`config.mk`:
```
export PLATFORM = sky130hd
export DESIGN_NAME = div_iter_flat
export DESIGN_NICKNAME = d
export VERILOG_FILES = /design/src/rtl/div_iter_if.sv /design/src/rtl/div_iter.sv /design/src/flat_wrapper.sv
export SDC_FILE = /design/constraint.sdc
export NUM_CORES = 1
export LEC_CHECK = 0
export CAP_MARGIN = 20
export CORE_ASPECT_RATIO = 1.2
export CORE_MARGIN = 1
export CORE_UTILIZATION = 40
export CTS_CLUSTER_SIZE = 28
export DETAILED_ROUTE_END_ITERATION = 7
export GPL_TIMING_DRIVEN = 0
export HOLD_SLACK_MARGIN = 0.12
export PLACE_DENSITY = 0.61
export SLEW_MARGIN = 20
export SYNTH_ARGS = -nofsm -noshare
export SYNTH_HDL_FRONTEND = slang
export SYNTH_SLANG_ARGS = --single-unit
```
`constraint.sdc`:
```
create_clock -name clk -period 3.35 [get_ports clk]
set_clock_uncertainty 0.05 [all_clocks]
set_input_delay 0.335 -clock clk [delete_from_list [all_inputs] [get_ports clk]]
set_output_delay 0.335 -clock clk [all_outputs]
set_load 0.05 [all_outputs]
```
`src/rtl/div_iter_if.sv`:
```
// ============================================================================
// Module      : div_iter_if
// Description : Issue/completion bundle between the integer issue queue and
//               the iterative divider.
// Revision    : 1.0
// ============================================================================
`default_nettype none

interface div_iter_if #(
    parameter int W                   = 32,
    parameter int LG_ROB_ENTRIES      = 6,
    parameter int LG_HILO_PRF_ENTRIES = 6,
    parameter int OPCODE_W            = 6
);
    logic [OPCODE_W-1:0]            opcode;
    logic                           go;
    logic [W-1:0]                   src_A;
    logic [W-1:0]                   src_B;
    logic [LG_ROB_ENTRIES-1:0]      rob_ptr_in;
    logic [LG_HILO_PRF_ENTRIES-1:0] hilo_prf_ptr_in;

    logic                           ready;
    logic [2*W-1:0]                 y;
    logic                           complete;
    logic [LG_ROB_ENTRIES-1:0]      rob_ptr_out;
    logic                           hilo_prf_ptr_val_out;
    logic [LG_HILO_PRF_ENTRIES-1:0] hilo_prf_ptr_out;

    modport master (
        output opcode, go, src_A, src_B, rob_ptr_in, hilo_prf_ptr_in,
        input  ready, y, complete, rob_ptr_out, hilo_prf_ptr_val_out, hilo_prf_ptr_out
    );

    modport slave (
        input  opcode, go, src_A, src_B, rob_ptr_in, hilo_prf_ptr_in,
        output ready, y, complete, rob_ptr_out, hilo_prf_ptr_val_out, hilo_prf_ptr_out
    );
endinterface

`default_nettype wire

```
`src/rtl/div_iter.sv`:
```
// ============================================================================
// Module      : div_iter
// Description : Unpipelined radix-2 restoring divider for DIV/DIVU, result
//               packed as {remainder, quotient} for the hilo register file.
// Revision    : 1.0
// ============================================================================
`default_nettype none

module div_iter #(
    parameter int                W                   = 32,
    parameter int                LG_ROB_ENTRIES      = 6,
    parameter int                LG_HILO_PRF_ENTRIES = 6,
    parameter int                OPCODE_W            = 6,
    parameter logic [OPCODE_W-1:0] OP_DIVU           = 6'h1B
) (
    input  logic      clk,
    input  logic      reset,
    div_iter_if.slave bus
);
    localparam int                CNT_W    = $clog2(W);
    localparam logic [CNT_W-1:0]  CNT_LAST = CNT_W'(W - 1);

    typedef enum logic [1:0] {
        S_IDLE   = 2'd0,
        S_DIVIDE = 2'd1,
        S_FIXUP  = 2'd2,
        S_DONE   = 2'd3
    } state_t;

    state_t                         state_q;
    logic [W-1:0]                   rem_q;
    logic [W-1:0]                   quo_q;
    logic [W-1:0]                   divisor_q;
    logic [W-1:0]                   a_raw_q;
    logic                           signed_q;
    logic                           a_neg_q;
    logic                           b_neg_q;
    logic                           b_zero_q;
    logic [CNT_W-1:0]               cnt_q;
    logic                           ready_q;
    logic                           complete_q;
    logic [2*W-1:0]                 y_q;
    logic [LG_ROB_ENTRIES-1:0]      rob_q;
    logic [LG_HILO_PRF_ENTRIES-1:0] hilo_q;

    logic                           is_signed_d;
    logic [W-1:0]                   a_mag_d;
    logic [W-1:0]                   b_mag_d;
    logic [W:0]                     shift_d;
    logic [W:0]                     trial_d;
    logic [W-1:0]                   quo_fix_d;
    logic [W-1:0]                   rem_fix_d;
    logic [2*W-1:0]                 result_d;

    always_comb begin
        is_signed_d = (bus.opcode != OP_DIVU);
        a_mag_d     = (is_signed_d && bus.src_A[W-1]) ? -bus.src_A : bus.src_A;
        b_mag_d     = (is_signed_d && bus.src_B[W-1]) ? -bus.src_B : bus.src_B;

        // Partial remainder stays below the divisor, so bit W of the shifted
        // value is always zero when the trial subtraction is rejected.
        shift_d     = {rem_q, quo_q[W-1]};
        trial_d     = shift_d - {1'b0, divisor_q};

        quo_fix_d   = (signed_q && (a_neg_q ^ b_neg_q)) ? -quo_q : quo_q;
        rem_fix_d   = (signed_q && a_neg_q) ? -rem_q : rem_q;
        result_d    = b_zero_q ? {a_raw_q, {W{1'b1}}} : {rem_fix_d, quo_fix_d};
    end

    always_ff @(posedge clk or negedge reset) begin
        if (!reset) begin
            state_q    <= S_IDLE;
            rem_q      <= '0;
            quo_q      <= '0;
            divisor_q  <= '0;
            a_raw_q    <= '0;
            signed_q   <= 1'b0;
            a_neg_q    <= 1'b0;
            b_neg_q    <= 1'b0;
            b_zero_q   <= 1'b0;
            cnt_q      <= '0;
            ready_q    <= 1'b1;
            complete_q <= 1'b0;
            y_q        <= '0;
            rob_q      <= '0;
            hilo_q     <= '0;
        end else begin
            complete_q <= 1'b0;
            unique case (state_q)
                S_IDLE: begin
                    if (bus.go) begin
                        rob_q     <= bus.rob_ptr_in;
                        hilo_q    <= bus.hilo_prf_ptr_in;
                        signed_q  <= is_signed_d;
                        a_neg_q   <= bus.src_A[W-1];
                        b_neg_q   <= bus.src_B[W-1];
                        b_zero_q  <= (bus.src_B == '0);
                        a_raw_q   <= bus.src_A;
                        divisor_q <= b_mag_d;
                        quo_q     <= a_mag_d;
                        rem_q     <= '0;
                        cnt_q     <= '0;
                        ready_q   <= 1'b0;
                        state_q   <= S_DIVIDE;
                    end
                end
                S_DIVIDE: begin
                    rem_q   <= trial_d[W] ? shift_d[W-1:0] : trial_d[W-1:0];
                    quo_q   <= {quo_q[W-2:0], ~trial_d[W]};
                    cnt_q   <= cnt_q + 1'b1;
                    if (cnt_q == CNT_LAST) begin
                        state_q <= S_FIXUP;
                    end
                end
                S_FIXUP: begin
                    y_q        <= result_d;
                    complete_q <= 1'b1;
                    state_q    <= S_DONE;
                end
                S_DONE: begin
                    ready_q <= 1'b1;
                    state_q <= S_IDLE;
                end
            endcase
        end
    end

    assign bus.ready                = ready_q;
    assign bus.y                    = y_q;
    assign bus.complete             = complete_q;
    assign bus.rob_ptr_out          = rob_q;
    assign bus.hilo_prf_ptr_val_out = complete_q;
    assign bus.hilo_prf_ptr_out     = hilo_q;

endmodule

`default_nettype wire

```
`src/flat_wrapper.sv`:
```
// flat-port wrapper written by rule: the top's interface ports become plain ports
module div_iter_flat 
#(
    parameter int                W                   = 32,
    parameter int                LG_ROB_ENTRIES      = 6,
    parameter int                LG_HILO_PRF_ENTRIES = 6,
    parameter int                OPCODE_W            = 6,
    parameter logic [OPCODE_W-1:0] OP_DIVU           = 6'h1B
)
  (clk, reset, bus_opcode, bus_go, bus_src_A, bus_src_B, bus_rob_ptr_in, bus_hilo_prf_ptr_in, bus_ready, bus_y, bus_complete, bus_rob_ptr_out, bus_hilo_prf_ptr_val_out, bus_hilo_prf_ptr_out);
  div_iter_if #(.W(W), .LG_ROB_ENTRIES(LG_ROB_ENTRIES), .LG_HILO_PRF_ENTRIES(LG_HILO_PRF_ENTRIES), .OPCODE_W(OPCODE_W)) bus_i ();
  input  logic clk;
  input  logic reset;
  input wire logic [$bits(bus_i.opcode)-1:0] bus_opcode;
  input wire logic [$bits(bus_i.go)-1:0] bus_go;
  input wire logic [$bits(bus_i.src_A)-1:0] bus_src_A;
  input wire logic [$bits(bus_i.src_B)-1:0] bus_src_B;
  input wire logic [$bits(bus_i.rob_ptr_in)-1:0] bus_rob_ptr_in;
  input wire logic [$bits(bus_i.hilo_prf_ptr_in)-1:0] bus_hilo_prf_ptr_in;
  output wire logic [$bits(bus_i.ready)-1:0] bus_ready;
  output wire logic [$bits(bus_i.y)-1:0] bus_y;
  output wire logic [$bits(bus_i.complete)-1:0] bus_complete;
  output wire logic [$bits(bus_i.rob_ptr_out)-1:0] bus_rob_ptr_out;
  output wire logic [$bits(bus_i.hilo_prf_ptr_val_out)-1:0] bus_hilo_prf_ptr_val_out;
  output wire logic [$bits(bus_i.hilo_prf_ptr_out)-1:0] bus_hilo_prf_ptr_out;
  assign bus_i.opcode = bus_opcode;
  assign bus_i.go = bus_go;
  assign bus_i.src_A = bus_src_A;
  assign bus_i.src_B = bus_src_B;
  assign bus_i.rob_ptr_in = bus_rob_ptr_in;
  assign bus_i.hilo_prf_ptr_in = bus_hilo_prf_ptr_in;
  assign bus_ready = bus_i.ready;
  assign bus_y = bus_i.y;
  assign bus_complete = bus_i.complete;
  assign bus_rob_ptr_out = bus_i.rob_ptr_out;
  assign bus_hilo_prf_ptr_val_out = bus_i.hilo_prf_ptr_val_out;
  assign bus_hilo_prf_ptr_out = bus_i.hilo_prf_ptr_out;
  div_iter #(.W(W), .LG_ROB_ENTRIES(LG_ROB_ENTRIES), .LG_HILO_PRF_ENTRIES(LG_HILO_PRF_ENTRIES), .OPCODE_W(OPCODE_W), .OP_DIVU(OP_DIVU)) u_core (.clk(clk), .reset(reset), .bus(bus_i));
endmodule
```
# == Yosys cells after proc, flatten, opt, wreduce, memory -nomap -nowiden ==
# Index checks and enable logic that the tools add are counted.
# word_totals
inputBits,85
elab_cells,60
regBits,217
# op_classes
bitwise_logic,2
muxes,18
reduce_logical,12
addsub,6
n_eq_ne,7
# op_table
op,n
$mux W32,7
$neg A32 Y32,4
$pmux W32 S2,2
$mux W64,1
$sub A33 B32 Y33,1
$logic_not A32 Y1,1
$pmux W5 S2,1
$pmux W2 S4,1
$reduce_and A2 Y1,4
$ne A6 B5 Y1 const B,1
$add A5 B1 Y5 const B,1
$eq A5 B5 Y1 const B,1
$mux W5,1
$eq A2 B2 Y1 const B,2
$logic_and A1 B1 Y1,4
$mux W2,2
$reduce_bool A2 Y1,2
$eq A2 B1 Y1 const B,1
$logic_not A2 Y1,1
$mux W1,2
$ne A2 B1 Y1 const B,1
$ne A2 B2 Y1 const B,1
$pmux W1 S2,1
$not A1 Y1,1
$xor A1 B1 Y1,1

# == Longest topological paths before layout ==
# Gate-level depths: netlist of run 1.
# depth
word_depth,5
mapped_depth,16

# == Worst setup path after synthesis of run 1 ==
# No wires, ideal clock.
# synth_path
path_type,reg-to-reg
startpoint,reg u_core.quo_q[31]
endpoint,reg u_core.rem_q[23]
n_path_buf,2
arrival_time_ns,3.112
period_less_slack_ns,3.292
t_required_ns,3.170
stages_incl_launch_ff,17
slack_ns,0.058
path_cell_list,dfrtp_1 inv_1 ha_1 fa_1 nand2b_1 a21oi_1 o41ai_2 o21ai_1 a2111oi_0 and3b_1 o22ai_1 xnor2_1 clkbuf_1 buf_2 nor2_1 a21oi_1 o21ai_0
# synth_via
elab_chain_cells,3
# synth_rtl
item,line,text
from (decl),div_iter.sv:32,logic [W-1:0] quo_q;
from (signal assigned),div_iter.sv:100,quo_q <= a_mag_d;
from (signal assigned),div_iter.sv:109,"quo_q <= {quo_q[W-2:0], ~trial_d[W]};"
$sub A33 B32 Y33,div_iter.sv:63,"trial_d = shift_d - {1'b0, divisor_q};"
$mux W32,div_iter.sv:108,rem_q <= trial_d[W] ? shift_d[W-1:0] : trial_d[W-1:0];
$pmux W32 S2,div_iter.sv:89,unique case (state_q)
to (signal assigned),div_iter.sv:108,
to (decl),div_iter.sv:31,logic [W-1:0] rem_q;
# Every way passes these cells.
# A chain may end at the register's enable or synchronous reset.

# == Worst setup path in the final report of run 1 ==
# layout_path
startpoint,reg u_core.quo_q[31]
endpoint,reg u_core.rem_q[26]
# The elaborated chain is that of the path after synthesis.

==> results.toml, run 1 <==
[grt]
grt_pass1_wl_um = 56160
grt_max_degree = 88
grt_overflow = 0
antenna_found_initial = 0
grt_pass1_vias = 10690
grt_util_all_layers_pct = 21.36

[critical_path]
start_kind = "flip-flop"
max_stage_delay_ns = 0.41
critPathKind = "flip-flop to flip-flop"
cp_slowest_cell = "dfrtp_1"
cp.arrival_ns = 3.65
startpoint = "u_core.quo_q[31]"
crit_path_max_fanout = 7
cp_cell_sequence = "inv_2 > ha_4 > fa_2 > nand2b_4 > a21oi_4 > o41ai_4 > o21ai_4 > a2111oi_4 > and3b_1 > o22ai_2 > xnor2_2 > clkbuf_8 > buf_8 > nor2_1 > a21oi_1 > o21ai_1"
reg2reg_from = "u_core.quo_q[31]"
required_ns = 3.69
crit_path_end_kind = "flip-flop"

[yosys]
synth_flop_cell = "dfrtp_1"
ys_async_sr_fraction_pct = 100.0
ys_seq_area_share_pct = 41.71
synth.distinct_cells = 69
syn_area_per_cell_um2 = 9.014
synth_edf_count = 0
syn_area_um2 = 12960
ys_warn_count = 0
mappedNetlistNets = 1566
synthCells = 1438
synth-seq-cells = 216

[die]
rows = 71
fp.dieH_um = 199.2
dieArea_um2 = 33130
start_util_pct = 40.99
die_w_um = 166.3
core-area_um2 = 31630
io_pins = 164

[clock_network]
clock_path_buffers = 3
cts_made_buffers = 24
cts.sinks = 216
cts_tree = "done"
path_clk_slew_ns = 0.06
h-tree-depth = 1
worstSkewPairLatency_ns = 0.52
root_buffer = "clkbuf_16"

[job]
maxCapViolations = 0

[power]
finalPower_w = 0.01975
powerDensity_nw_per_um2 = 1204
p_leak_nw = 6.971
vdd_drop_max_mv = 0.4420

[drt]
routed_via_density = 5.253
via_count = 10836
firstDrtPassIters = 8
drt_iter0_drc = 477
wire_per_inst_um = 17.28
ant_nets = 0
drt_wl_total_um = 35640
drc = 9

[final_layout]
final_area_um2 = 16410
syn_to_final_growth_pct = 26.60
instances_no_fill = 2063
diodes = 0
final_layout_size_suffix_gt1_share_pct = 11.73
nets = 1775

[sta]
fmax_mhz = 301.7
grt_setup_unrepaired = "true"
layout_min_cycle_time_ns = 3.314
setup_viol = 0
period_share_pct = 98.93
finalMaxSlewViolations = 0
hold_violations = 0
tightestPinTransition_ns = 0.8627
maxSlewHeadroom_pct = 42.49

[placement]
io_buffers = 163
placed_area_um2 = 15160
dp.cells = 2004
gp_congestion = 0.8295
post-dp-hpwl_um = 27520

[run_status]
violations = "design-rule violations"
run_status = "complete, but fails checks"

[min_path]
min_path_type = "input pin to asynchronous set/reset pin"
-- state kept, by name, summed over array words and instances (netlist names), 2 cells and up --
name	count
u_core.a_raw_q	31
u_core.rem_q	32
u_core.bus.hilo_prf_ptr_out	6
u_core.state_q	2
u_core.quo_q	32
u_core.divisor_q	32
u_core.bus.rob_ptr_out	6
u_core.bus.y	64
u_core.cnt_q	5
-- path summary, 6_finish.rpt --
check / end / slack, ns / depth (start not counted)
max in group asynchronous: u_core.bus.y[60] / 2.09 / 3
min in group clk: u_core.bus.rob_ptr_out[4] / 0.38 / 2
min: u_core.bus.y[8] / 0.36 / 2
max: u_core.rem_q[26] / 0.04 / 16
min reg2reg: u_core.divisor_q[25] / 0.43 / 2
max reg2reg: u_core.rem_q[26] / 0.04 / 16
-- kinds of logic (layout without fill, tap and decap cells) --
group	count (synthesis)	in the layout	synth area share [%]
AO/OA/AOI/OAI	417	417	19.05
XOR/XNOR	147	147	9.932
adder cells (fa/ha/maj)	43	43	4.208
buffers and inverters	128	352	3.793
flip-flops	216	216	41.71
multiplexers	85	85	7.181
AND/OR/NAND/NOR	402	402	14.12
-- cells in the final DEF, fill, tap and decap left out, drive strengths merged, types with 21 or more instances in the layout --
master,netlist,final
ha,42,42
clkdlybuf4s50,0,162
buf,10,29
clkbuf,61,93
xor2,78,78
nor2,127,127
dfrtp,215,215
a21oi,139,139
mux2,64,64
inv,57,57
nand2,170,170
o31ai,21,21
o21ai,160,160
xnor2,69,69
mux2i,21,21
-- report_power, final --
group / switching (W) / total (W) / internal [W] / leakage, nW
registers: 0.00109 / 0.00495 / 0.00386 / 2.62
logic: 0.00712 / 0.0121 / 0.00496 / 3.95
clock network: 0.00105 / 0.00272 / 0.00167 / 0.401
-- metal layers --
layer	track usage [%]	vias to the layer above	part of all wire, %
met4	5.041	0	1.8
met5	0	-	0
met2	40.98	188	52
li1	-	5439	-
met1	25.43	5171	43
met3	2.397	38	3.1
-- critical path, delay by kind of cell, from the launching register on --
kind / cells / cell delay, ns
buffers and inverters: 3 / 0.46
adder cells (fa/ha/maj): 2 / 0.35
flip-flops: 1 / 0.41
XOR/XNOR: 1 / 0.17
AO/OA/AOI/OAI: 7 / 1.32
AND/OR/NAND/NOR: 3 / 0.42
-- final cells by class --
class / instances / area, um2
Buffer: 70 / 295.3
Inverter: 57 / 214.0
Clock inverter: 10 / 130.1
Tap cell: 401 / 501.7
Multi-Input combinational cell: 1094 / 7306
Fill cell: 3028 / 15210
Timing Repair Buffer: 184 / 1858
Sequential cell: 216 / 5418
Clock buffer: 31 / 688.2
-- cell usage after synthesis (all sizes together) (12+ instances only) --
library cell / count / area (um2)
nand2: 170 / 640.6
ha: 42 / 525.5
inv: 57 / 214.0
a21o: 17 / 127.6
a21oi: 139 / 699.4
mux2: 64 / 720.7
o21ai: 160 / 800.8
xnor2: 69 / 604.3
dfrtp: 215 / 5380
nand2b: 12 / 75.07
o31ai: 21 / 185.2
xor2: 78 / 683.2
nor2: 127 / 479.2
a22oi: 18 / 135.1
mux2i: 21 / 210.2
nor3: 18 / 95.09
clkbuf: 61 / 229.0
nand3: 14 / 70.07
-- metrics by stage --
| stage | setup TNS [ns] | hold WS, ns | worst slack [ns] | util [%] |
|---|---|---|---|---|
| detailed placement | -26.69 | 0.3424 | -0.9724 | 47.92 |
| global route | -1.608 | 0.3758 | -0.1089 | 51.89 |
| finish | 0 | 0.3569 | 0.03569 | 51.89 |
| floorplan | 0 | -0.01059 | 0.05789 | - |
| CTS | 0 | 0.3622 | 0.002272 | 51.18 |
| global placement | -1590.92 | 0.4133 | -7.277 | 47.73 |
-- repair_timing --
item | 4_1_cts | 5_1_grt
hold buffers | 1 | 0
setup buffers | 6 | 11
gates resized for setup | 32 | 43
pin swaps | 9 | 14
cloned | 0 | 1
endpoints found under the setup margin | 35 | 44
endpoints found under the hold margin | 85 | 0
(Power assumes the default switching activity.)
==> run 2: changes to the inputs <==
- CAP_MARGIN: 20 -> unset
==> results of run 2 <==
No change in the layout: final DEF, timing and power equal those of run 1.
==> RTL edit, RTL diff (config.mk and constraints of run 2) <==
`LG_ROB_ENTRIES` is set to 6 in 3 places; all go to 5.
--- a/src/rtl/div_iter_if.sv
+++ b/src/rtl/div_iter_if.sv
@@ -9,5 +9,5 @@
 interface div_iter_if #(
     parameter int W                   = 32,
-    parameter int LG_ROB_ENTRIES      = 6,
+    parameter int LG_ROB_ENTRIES      = 5,
     parameter int LG_HILO_PRF_ENTRIES = 6,
     parameter int OPCODE_W            = 6
--- a/src/rtl/div_iter.sv
+++ b/src/rtl/div_iter.sv
@@ -9,5 +9,5 @@
 module div_iter #(
     parameter int                W                   = 32,
-    parameter int                LG_ROB_ENTRIES      = 6,
+    parameter int                LG_ROB_ENTRIES      = 5,
     parameter int                LG_HILO_PRF_ENTRIES = 6,
     parameter int                OPCODE_W            = 6,
--- a/src/flat_wrapper.sv
+++ b/src/flat_wrapper.sv
@@ -3,5 +3,5 @@
 #(
     parameter int                W                   = 32,
-    parameter int                LG_ROB_ENTRIES      = 6,
+    parameter int                LG_ROB_ENTRIES      = 5,
     parameter int                LG_HILO_PRF_ENTRIES = 6,
     parameter int                OPCODE_W            = 6,
Interface: changed (resized bus_rob_ptr_in and bus_rob_ptr_out); port bits go from 164 to 162. No check against the original RTL was run, so the function may have changed too.
==> RTL edit against run 2 <==
Critical path depth is 4 lower; worst setup slack improved by 0.086 ns; routed wire length grew 7.9%; power hardly changed; count of clock-buffer cells in the layout grew 6; sequential cell count shrank 1; utilization shrank 1.4 points; die area increased by 1.3%; area after synthesis up 1.4%; final area down 0.75%; sequential share of layout area grew 0.051 points.
==> RTL edit: results (changes against run 2) <==
metric,value,unit,change
outcome,finished clean,,
synth_fa_ha_area_frac,0.0415,,-0.000565
fin_cells,2092,,+1.4%
r2r_start,u_core.rem_q[14]$_DFFE_PN0P_,,
synth_area_leaders,"dfrtp_1 41%, mux2_2 5.3%, xor2_1 5.3%, o21ai_0 4.8%, a21oi_1 4.8%",,
async_flop_share,1.00,,unchanged
clk_pin_slew,0.06,ns,about the same
leakage,6.84,nW,-1.9%
pre_cts_slack,-0.741,ns,+0.231 ns
vias,11400,,+5.2%
synth-main-ff-cell,dfrtp_1,,
cell_internal_pwr,10.1,mW,-4.0%
cts_buffers,24,,unchanged
ys_warn_count,0,,unchanged
drtIter0Drc,752,,+58%
cp_max_fo,7,,unchanged
crit_type,reg -> reg,,
synth_seq_area_share,0.410,,-0.00750
grt_max_degree,83,,-5.7%
drt_wl_total,38.5,mm,+7.9%
muxShareOfSynthArea,0.0615,,-0.0103
antenna_found_initial,0,,unchanged
yosys-top-cells-count,"214 x dfrtp_1, 148 x nand2_1, 130 x nor2_1",,
tightest_slew,0.864,ns,+0.00167 ns
dr.pass1.iters,5,,-3
drive_above_1_share,0.0884,,-0.0289
avgSynthCellArea,8.87,um2,-1.6%
fillers,3052,,+0.79%
dpl.hpwl,29.8,mm,+8.4%
antennaDiodeCount,0,,unchanged
cp.arrival,3.55,ns,-0.10 ns
critical-path-top-delay-family,compound AO/OA/AOI/OAI gates,,
synth_compound_area_frac,0.179,,-0.0113
root_buffer,clkbuf_16,,
postSynthNetCount,1609,,+2.7%
holdCritPathClass,in -> async,,
track_usage,0.231,,+0.0176
largest_reg_flops,64,,unchanged
io_buffers,161,,-1.2%
grt_pass1_wl,61.8,mm,+10%
ir_drop,0.491,mV,+11%
clock_latency,0.53,ns,
clockBufferDepth,3,,unchanged
synth.distinct_cells,74,,+7.2%
slowest_delay,0.49,ns,+0.08 ns
h-tree-depth,1,,unchanged
postPlaceCellArea,15300,um2,+1.1%
slowest_stage,dfrtp_2,,
synth_xor_xnor_area_share,0.0980,,-0.00133
nets,1796,,+1.2%
gp_congestion,0.976,,+18%
==> RTL edit: area by class of cell <==
class	count	area (um2)	area share
Multi-Input combinational cell	1125	7350	0.451
Sequential cell	215	5390	0.331
Timing Repair Buffer	167	1700	0.105
Clock buffer	37	751	0.0461
Tap cell	407	509	0.0313
Buffer	76	307	0.0188
Inverter	60	225	0.0138
Clock inverter	5	53.8	0.00330
==> RTL edit: metal layers <==
layer	routed length [um]	track usage	vias to the layer above
li1	-	-	5634
met1	16500	0.289	5454
met2	19600	0.421	256
met3	1500	0.0252	57
met4	812	0.0587	0
met5	0	0	-
==> RTL edit: worst paths after layout <==
path,cells past startpoint,to,slack (ns)
setup / recovery,12,u_core.rem_q[5]$_DFFE_PN0P_,0.12
hold / removal,2,u_core.bus.y[7]$_DFFE_PN0P_,0.28
setup reg to reg,12,u_core.rem_q[5]$_DFFE_PN0P_,0.12
hold reg to reg,2,u_core.divisor_q[15]$_DFFE_PN0P_,0.42
max in group asynchronous,3,u_core.divisor_q[16]$_DFFE_PN0P_,2.19
min in group clk,2,u_core.bus.rob_ptr_out[0]$_DFFE_PN0P_,0.36
==> RTL edit: power groups by stage <==
| stage | Clock [mW] | Sequential [mW] | Combinational, mW |
|---|---|---|---|
| floorplan | 0 | 6.30 | 6.87 |
| global placement | 0 | 4.98 | 11.6 |
| detailed placement | 0 | 5.03 | 11.7 |
| CTS | 2.72 | 5.00 | 12.0 |
| global route | 2.82 | 5.21 | 13.2 |
| finish | 2.67 | 5.02 | 12.1 |
==> RTL edit: what timing repair did <==
item	4_1_cts	5_1_grt
pin swaps	4	5
resized for setup	15	25
endpoints found under the hold margin	54	0
gates cloned	0	0
hold buffers	1	0
buffers inserted	2	1
endpoints found under the setup margin	33	47
